File: src/rtl/sim_ctrl.sv
`default_nettype none
// ============================================================================
// sim_ctrl : core reset sequencer, run/instret counters, tohost/timeout finish
// Rev 1.0
// ============================================================================
module sim_ctrl #(
  parameter int unsigned       ADDR_W         = 32,
  parameter int unsigned       DATA_W         = 32,
  parameter int unsigned       CNT_W          = 32,
  parameter logic [ADDR_W-1:0] TOHOST_ADDR    = 32'h0000_1000,
  parameter int unsigned       RESET_CYCLES   = 4,
  parameter int unsigned       TIMEOUT_CYCLES = 100,
  parameter bit                HOLD_ON_DONE   = 1'b1
) (
  input  logic              clk,
  input  logic              rst,
  input  logic              retire,
  input  logic              st_valid,
  input  logic [ADDR_W-1:0] st_addr,
  input  logic [DATA_W-1:0] st_data,
  output logic              core_rst_n,
  output logic              running,
  output logic              done,
  output logic              pass,
  output logic              timed_out,
  output logic [DATA_W-2:0] fail_code,
  output logic [CNT_W-1:0]  cycle_cnt,
  output logic [CNT_W-1:0]  instret
);

  localparam int unsigned      RC_W     = (RESET_CYCLES > 1) ? $clog2(RESET_CYCLES) : 1;
  localparam logic [RC_W-1:0]  RST_LAST = RC_W'(RESET_CYCLES - 1);
  localparam bit               TMO_EN   = (TIMEOUT_CYCLES != 0);
  localparam logic [CNT_W-1:0] TMO_LAST = CNT_W'(TMO_EN ? TIMEOUT_CYCLES - 1 : 0);

  localparam logic [1:0] S_RESET = 2'd0;
  localparam logic [1:0] S_RUN   = 2'd1;
  localparam logic [1:0] S_DONE  = 2'd2;

  if (DATA_W < 2) begin : g_chk_data_w
    $error("sim_ctrl: DATA_W must be at least 2");
  end
  if (RESET_CYCLES < 1) begin : g_chk_reset_cycles
    $error("sim_ctrl: RESET_CYCLES must be at least 1");
  end
  if ((CNT_W < 32) && ((TIMEOUT_CYCLES >> CNT_W) != 0)) begin : g_chk_timeout
    $error("sim_ctrl: TIMEOUT_CYCLES does not fit in CNT_W");
  end

  logic [1:0]        state_q, state_d;
  logic [RC_W-1:0]   rst_cnt_q, rst_cnt_d;
  logic [CNT_W-1:0]  cycle_cnt_q, cycle_cnt_d;
  logic [CNT_W-1:0]  instret_q, instret_d;
  logic              core_rst_n_q, core_rst_n_d;
  logic              running_q, running_d;
  logic              done_q, done_d;
  logic              pass_q, pass_d;
  logic              timed_out_q, timed_out_d;
  logic [DATA_W-2:0] fail_code_q, fail_code_d;

  logic hit;
  logic tmo;

  assign hit = (state_q == S_RUN) && st_valid && (st_addr == TOHOST_ADDR) && st_data[0];
  assign tmo = (state_q == S_RUN) && TMO_EN && (cycle_cnt_q == TMO_LAST);

  always_ff @(posedge clk) begin
    if (!rst) begin
      state_q      <= S_RESET;
      rst_cnt_q    <= '0;
      cycle_cnt_q  <= '0;
      instret_q    <= '0;
      core_rst_n_q <= 1'b0;
      running_q    <= 1'b0;
      done_q       <= 1'b0;
      pass_q       <= 1'b0;
      timed_out_q  <= 1'b0;
      fail_code_q  <= '0;
    end else begin
      state_q      <= state_d;
      rst_cnt_q    <= rst_cnt_d;
      cycle_cnt_q  <= cycle_cnt_d;
      instret_q    <= instret_d;
      core_rst_n_q <= core_rst_n_d;
      running_q    <= running_d;
      done_q       <= done_d;
      pass_q       <= pass_d;
      timed_out_q  <= timed_out_d;
      fail_code_q  <= fail_code_d;
    end
  end

  always_comb begin
    state_d = state_q;
    case (state_q)
      S_RESET: if (rst_cnt_q == RST_LAST) state_d = S_RUN;
      S_RUN:   if (hit || tmo) state_d = S_DONE;
      S_DONE:  state_d = S_DONE;
      default: state_d = S_RESET;
    endcase
  end

  always_comb begin
    rst_cnt_d    = rst_cnt_q;
    cycle_cnt_d  = cycle_cnt_q;
    instret_d    = instret_q;
    core_rst_n_d = core_rst_n_q;
    running_d    = running_q;
    done_d       = done_q;
    pass_d       = pass_q;
    timed_out_d  = timed_out_q;
    fail_code_d  = fail_code_q;
    case (state_q)
      S_RESET: begin
        if (rst_cnt_q == RST_LAST) begin
          core_rst_n_d = 1'b1;
          running_d    = 1'b1;
        end else begin
          rst_cnt_d = rst_cnt_q + RC_W'(1);
        end
      end
      S_RUN: begin
        if (retire && !(&instret_q)) instret_d = instret_q + CNT_W'(1);
        // The terminating edge changes state instead of counting a cycle.
        if (hit) begin
          done_d       = 1'b1;
          pass_d       = (st_data == DATA_W'(1));
          timed_out_d  = 1'b0;
          fail_code_d  = st_data[DATA_W-1:1];
          running_d    = 1'b0;
          core_rst_n_d = ~HOLD_ON_DONE;
        end else if (tmo) begin
          done_d       = 1'b1;
          pass_d       = 1'b0;
          timed_out_d  = 1'b1;
          fail_code_d  = '0;
          running_d    = 1'b0;
          core_rst_n_d = ~HOLD_ON_DONE;
        end else if (!(&cycle_cnt_q)) begin
          cycle_cnt_d = cycle_cnt_q + CNT_W'(1);
        end
      end
      default: ;
    endcase
  end

  assign core_rst_n = core_rst_n_q;
  assign running    = running_q;
  assign done       = done_q;
  assign pass       = pass_q;
  assign timed_out  = timed_out_q;
  assign fail_code  = fail_code_q;
  assign cycle_cnt  = cycle_cnt_q;
  assign instret    = instret_q;

endmodule
`default_nettype wire

File: config.mk
export PLATFORM = sky130hd
export DESIGN_NAME = sim_ctrl
export DESIGN_NICKNAME = d
export VERILOG_FILES = /design/src/rtl/sim_ctrl.sv
export SDC_FILE = /design/constraint.sdc
export NUM_CORES = 1
export LEC_CHECK = 0
export CORE_MARGIN = 4
export CORE_UTILIZATION = 30
export CTS_CLUSTER_SIZE = 30
export DETAILED_ROUTE_END_ITERATION = 8
export GPL_ROUTABILITY_DRIVEN = 0
export PLACE_DENSITY = 0.67
export SETUP_SLACK_MARGIN = 0.1
export SYNTH_ARGS = -nofsm -noshare
export SYNTH_HDL_FRONTEND = slang
export SYNTH_SLANG_ARGS = --single-unit
File: constraint.sdc
create_clock -name clk -period 1.9 [get_ports clk]
set_input_delay 0.285 -clock clk [delete_from_list [all_inputs] [get_ports clk]]
set_output_delay 0.285 -clock clk [all_outputs]
set_load 0.005 [all_outputs]
==> impl_metrics.sql <==
INSERT INTO impl_metrics (metric_group, metric, value, unit) VALUES
('status', 'run_status', 'finished, violations left', ''),
('status', 'violated_checks', 'negative setup slack', ''),
('placed_design', 'detailedPlacementHpwl', '11500', 'um'),
('timing', 'grt_setup_unrepaired', 'true', ''),
('cells_and_area', 'fill_cells', '1483', ''),
('cts', 'clock_tree.htree_level_count', '3', ''),
('worst_setup_path', 'max_stage_delay', '0.48', 'ns'),
('worst_hold_path', 'hold_class', 'reg -> reg', ''),
('routing', 'final_routed_drc_violation_total', '0', ''),
('routing', 'detailroute.via_count', '5252', ''),
('worst_setup_path', 'crit_path_max_fanout', '11', ''),
('power_and_ir_drop', 'post-layout-total-power', '0.00474', 'W'),
('logic_synthesis', 'ys_seq_area_share', '42.0', '%'),
('routing', 'detailedRoute.firstPassIterationCount', '4', ''),
('cells_and_area', 'final_cell_mix', 'sky130_fd_sc_hd__clkdlybuf4s50_1, sky130_fd_sc_hd__buf_4, sky130_fd_sc_hd__dfxtp_1', ''),
('global_route', 'grt_remaining_overflow', '0', ''),
('cts', 'clock-sinks', '103', ''),
('logic_synthesis', 'synthDistinctLibCells', '47', ''),
('placed_design', 'post-place-ws', '-0.421', 'ns'),
('floorplanning', 'num_rows', '46', ''),
('floorplanning', 'die_w', '136', 'um'),
('routing', 'dr.first_iter.drc_count', '230', ''),
('cts', 'cts.reportedPaths.clkPinSlew', '0.08', 'ns'),
('timing', 'final.setup.worst_slack', '-0.139', 'ns'),
('timing', 'maxSlewHeadroom', '75.8', '%'),
('placed_design', 'dpl-instance-area', '0.00759', 'mm^2'),
('floorplanning', 'core_area', '0.0159', 'mm^2'),
('worst_setup_path', 'worstPathBufferInverterCount', '2', ''),
('timing', 'whs', '0.465', 'ns'),
('global_route', 'gr-usage-all-layers', '16.5', '%'),
('cells_and_area', 'flow.area_growth_from_synthesis', '71.6', '%'),
('floorplanning', 'initial_core_util', '30.8', '%'),
('worst_setup_path', 'timing_worst_setup_path_type', 'reg -> reg', ''),
('logic_synthesis', 'postSynthRegisterBits', '103', ''),
('placed_design', 'port_buffers', '167', ''),
('cells_and_area', 'layoutNonFillerInstCount', '1056', ''),
('power_and_ir_drop', 'worst_ir_drop_vdd', '0.000411', 'V'),
('floorplanning', 'dieArea', '0.0185', 'mm^2'),
('cts', 'cts_buffer_depth', '2', ''),
('worst_setup_path', 'cells_traversed_along_the_worst_timing_path', 'ha_4, buf_6, nor4b_4, nand4_1, or2_4, nand4_1, buf_6, or4_4, a21oi_2', ''),
('cts', 'tritoncts_clock_tree', 'built', ''),
('worst_setup_path', 'worstPathArrival', '2.33', 'ns'),
('floorplanning', 'die_height', '136', 'um'),
('worst_setup_path', 'worst_path_max_delay_cell', 'sky130_fd_sc_hd__or4_4', ''),
('power_and_ir_drop', 'p_per_area', '563', 'mW/mm^2'),
('global_route', 'grt_first_pass_wirelength', '24700', 'um'),
('logic_synthesis', 'ys_warn_count', '0', ''),
('routing', 'vias_per_cell', '4.97', ''),
('floorplanning', 'num_io_pins', '168', ''),
('timing', 'hold_viol_final', '0', ''),
('worst_setup_path', 'timing.critical_path.max_delay_family', 'simple AND/OR/NAND/NOR gates', ''),
('cts', 'ctsHoldBuffers', '0', ''),
('timing', 'tightest_slew', '0.358', 'ns'),
('cells_and_area', 'drive_above_1_share', '25.6', '%'),
('timing', 'drv_slew', '0', ''),
('cells_and_area', 'final_instance_area', '0.00842', 'mm^2'),
('worst_setup_path', 'timing.critical_path.to_type', 'flop', ''),
('cts', 'cts.root.buffer_cell', 'sky130_fd_sc_hd__clkbuf_16', ''),
('routing', 'wire_per_inst', '15.2', 'um'),
('timing', 'setup_viol', '26', ''),
('global_route', 'number_of_global_route_vias_before_repair', '4994', ''),
('logic_synthesis', 'mappedNetlistArea', '0.00490', 'mm^2'),
('worst_setup_path', 'worst-endpoint-required', '2.19', 'ns'),
('placed_design', 'post-place-cells', '1026', ''),
('timing', 'fin_crit', '2.04', 'ns'),
('cts', 'clock_latency_reported_for_the_late_side_of_the_worst_skew_pair', '0.35', 'ns'),
('cells_and_area', 'final_common_cell', 'sky130_fd_sc_hd__clkdlybuf4s50_1', ''),
('power_and_ir_drop', 'total_leakage_power', '3.14', 'nW'),
('timing', 'layout_worst_path_cycle_share', '107', '%'),
('routing', 'detail_route.wirelength', '16100', 'um'),
('logic_synthesis', 'mappedNetlistNets', '643', '');
[metal layers]
metal	part of all wire (%)	global-route usage [%]
met5	0	0
met4	1.5	5.21
met3	6.5	4.33
met2	48	27.4
met1	44	21.1
[final cells by class]
| class | instances | area, um^2 | area share (%) |
|---|---|---|---|
| multi-input cells | 428 | 3040 | 36.1 |
| repair buffers | 285 | 2690 | 32.0 |
| flip-flops and latches | 103 | 2100 | 24.9 |
| well taps | 216 | 270 | 3.21 |
| clock buffers | 9 | 225 | 2.68 |
| clock inverters | 7 | 62.6 | 0.743 |
| inverters | 8 | 30.0 | 0.357 |
[registers in the layout (all words and copies together), names as in the netlist]
register	cells
cycle_cnt	32
instret	32
fail_code	31
rst_cnt_q	2
state_q	2
done	1
pass	1
running	1
timed_out	1
[final timing paths]
path | end | from | slack [ns] | cells past startpoint
max | cycle_cnt[16] | cycle_cnt[1] | -0.14 | 9
max reg2reg | cycle_cnt[16] | cycle_cnt[1] | -0.14 | 9
min reg2reg | state_q[1] | state_q[1] | 0.46 | 2
min | state_q[1] | state_q[1] | 0.46 | 2
[synth_stat cells, types with 2 or more instances]
master | number | area [um^2]
sky130_fd_sc_hd__nor4bb_1 | 2 | 20.0
sky130_fd_sc_hd__dfxtp_1 | 103 | 2060
sky130_fd_sc_hd__o21ai_0 | 12 | 60.1
sky130_fd_sc_hd__ha_1 | 6 | 75.1
sky130_fd_sc_hd__and4_1 | 22 | 193
sky130_fd_sc_hd__or3_1 | 9 | 56.3
sky130_fd_sc_hd__or4_1 | 8 | 60.1
sky130_fd_sc_hd__a21boi_0 | 2 | 15.0
sky130_fd_sc_hd__mux2i_1 | 16 | 160
sky130_fd_sc_hd__xor2_1 | 18 | 158
sky130_fd_sc_hd__nand3_1 | 29 | 145
sky130_fd_sc_hd__a21oi_1 | 20 | 100
sky130_fd_sc_hd__and3_1 | 16 | 100
sky130_fd_sc_hd__buf_4 | 2 | 15.0
sky130_fd_sc_hd__nor4b_1 | 4 | 35.0
sky130_fd_sc_hd__xnor2_1 | 11 | 96.3
sky130_fd_sc_hd__nand2_1 | 39 | 146
sky130_fd_sc_hd__a22oi_1 | 32 | 240
sky130_fd_sc_hd__o31ai_1 | 8 | 60.1
sky130_fd_sc_hd__inv_1 | 8 | 30.0
sky130_fd_sc_hd__clkbuf_1 | 27 | 101
sky130_fd_sc_hd__nand2b_1 | 14 | 87.6
sky130_fd_sc_hd__nor2_1 | 68 | 255
sky130_fd_sc_hd__and2_1 | 18 | 113
sky130_fd_sc_hd__nand4_1 | 29 | 181
sky130_fd_sc_hd__nor3_1 | 6 | 30.0
sky130_fd_sc_hd__nor4_1 | 20 | 125
[power breakdown]
group          switching, W  internal, W  total, W
registers         0.0000338      0.00220   0.00224
logic              0.000294     0.000389  0.000683
clock network      0.000902     0.000918   0.00182
total               0.00123      0.00351   0.00474
[metrics by stage]
step                      util (%)  setup TNS (ns)
after floorplan                  -          -0.428
after global placement        47.6          -21.50
after detailed placement      47.6          -24.01
after CTS                     51.1          -0.988
after global routing          52.8           -5.99
final                         52.8           -1.91
[worst register-to-register path: cells and delay by family, from the launching register on]
family / cells / cell delay, ns
buffers and inverters: 2 / 0.28
adders and majority gates: 1 / 0.16
AOI/OAI and AO/OA: 1 / 0.14
DFF: 1 / 0.34
and+or+nand+nor: 5 / 1.06
[logic make-up (layout without fill, tap and decap cells)]
kind of cell             Yosys count  after routing  synth area share, %
flip-flops                       103            103                 42.0
AO/OA/AOI/OAI                     81             81                 10.8
multiplexers                      16             16                 3.27
adder cells (fa/ha/maj)            6              6                 1.53
XOR/XNOR                          29             29                 5.18
buffers and inverters             39            309                 3.32
AND/OR/NAND/NOR                  295            296                 33.9
[timing repair]
item | in CTS | in global routing
buffers inserted | 6 | 5
pin swaps | 23 | 21
gates cloned | 1 | 2
gates resized for setup | 53 | 43
setup endpoints to repair | 68 | 86
No activity file was read; power rests on OpenSTA's default activity.
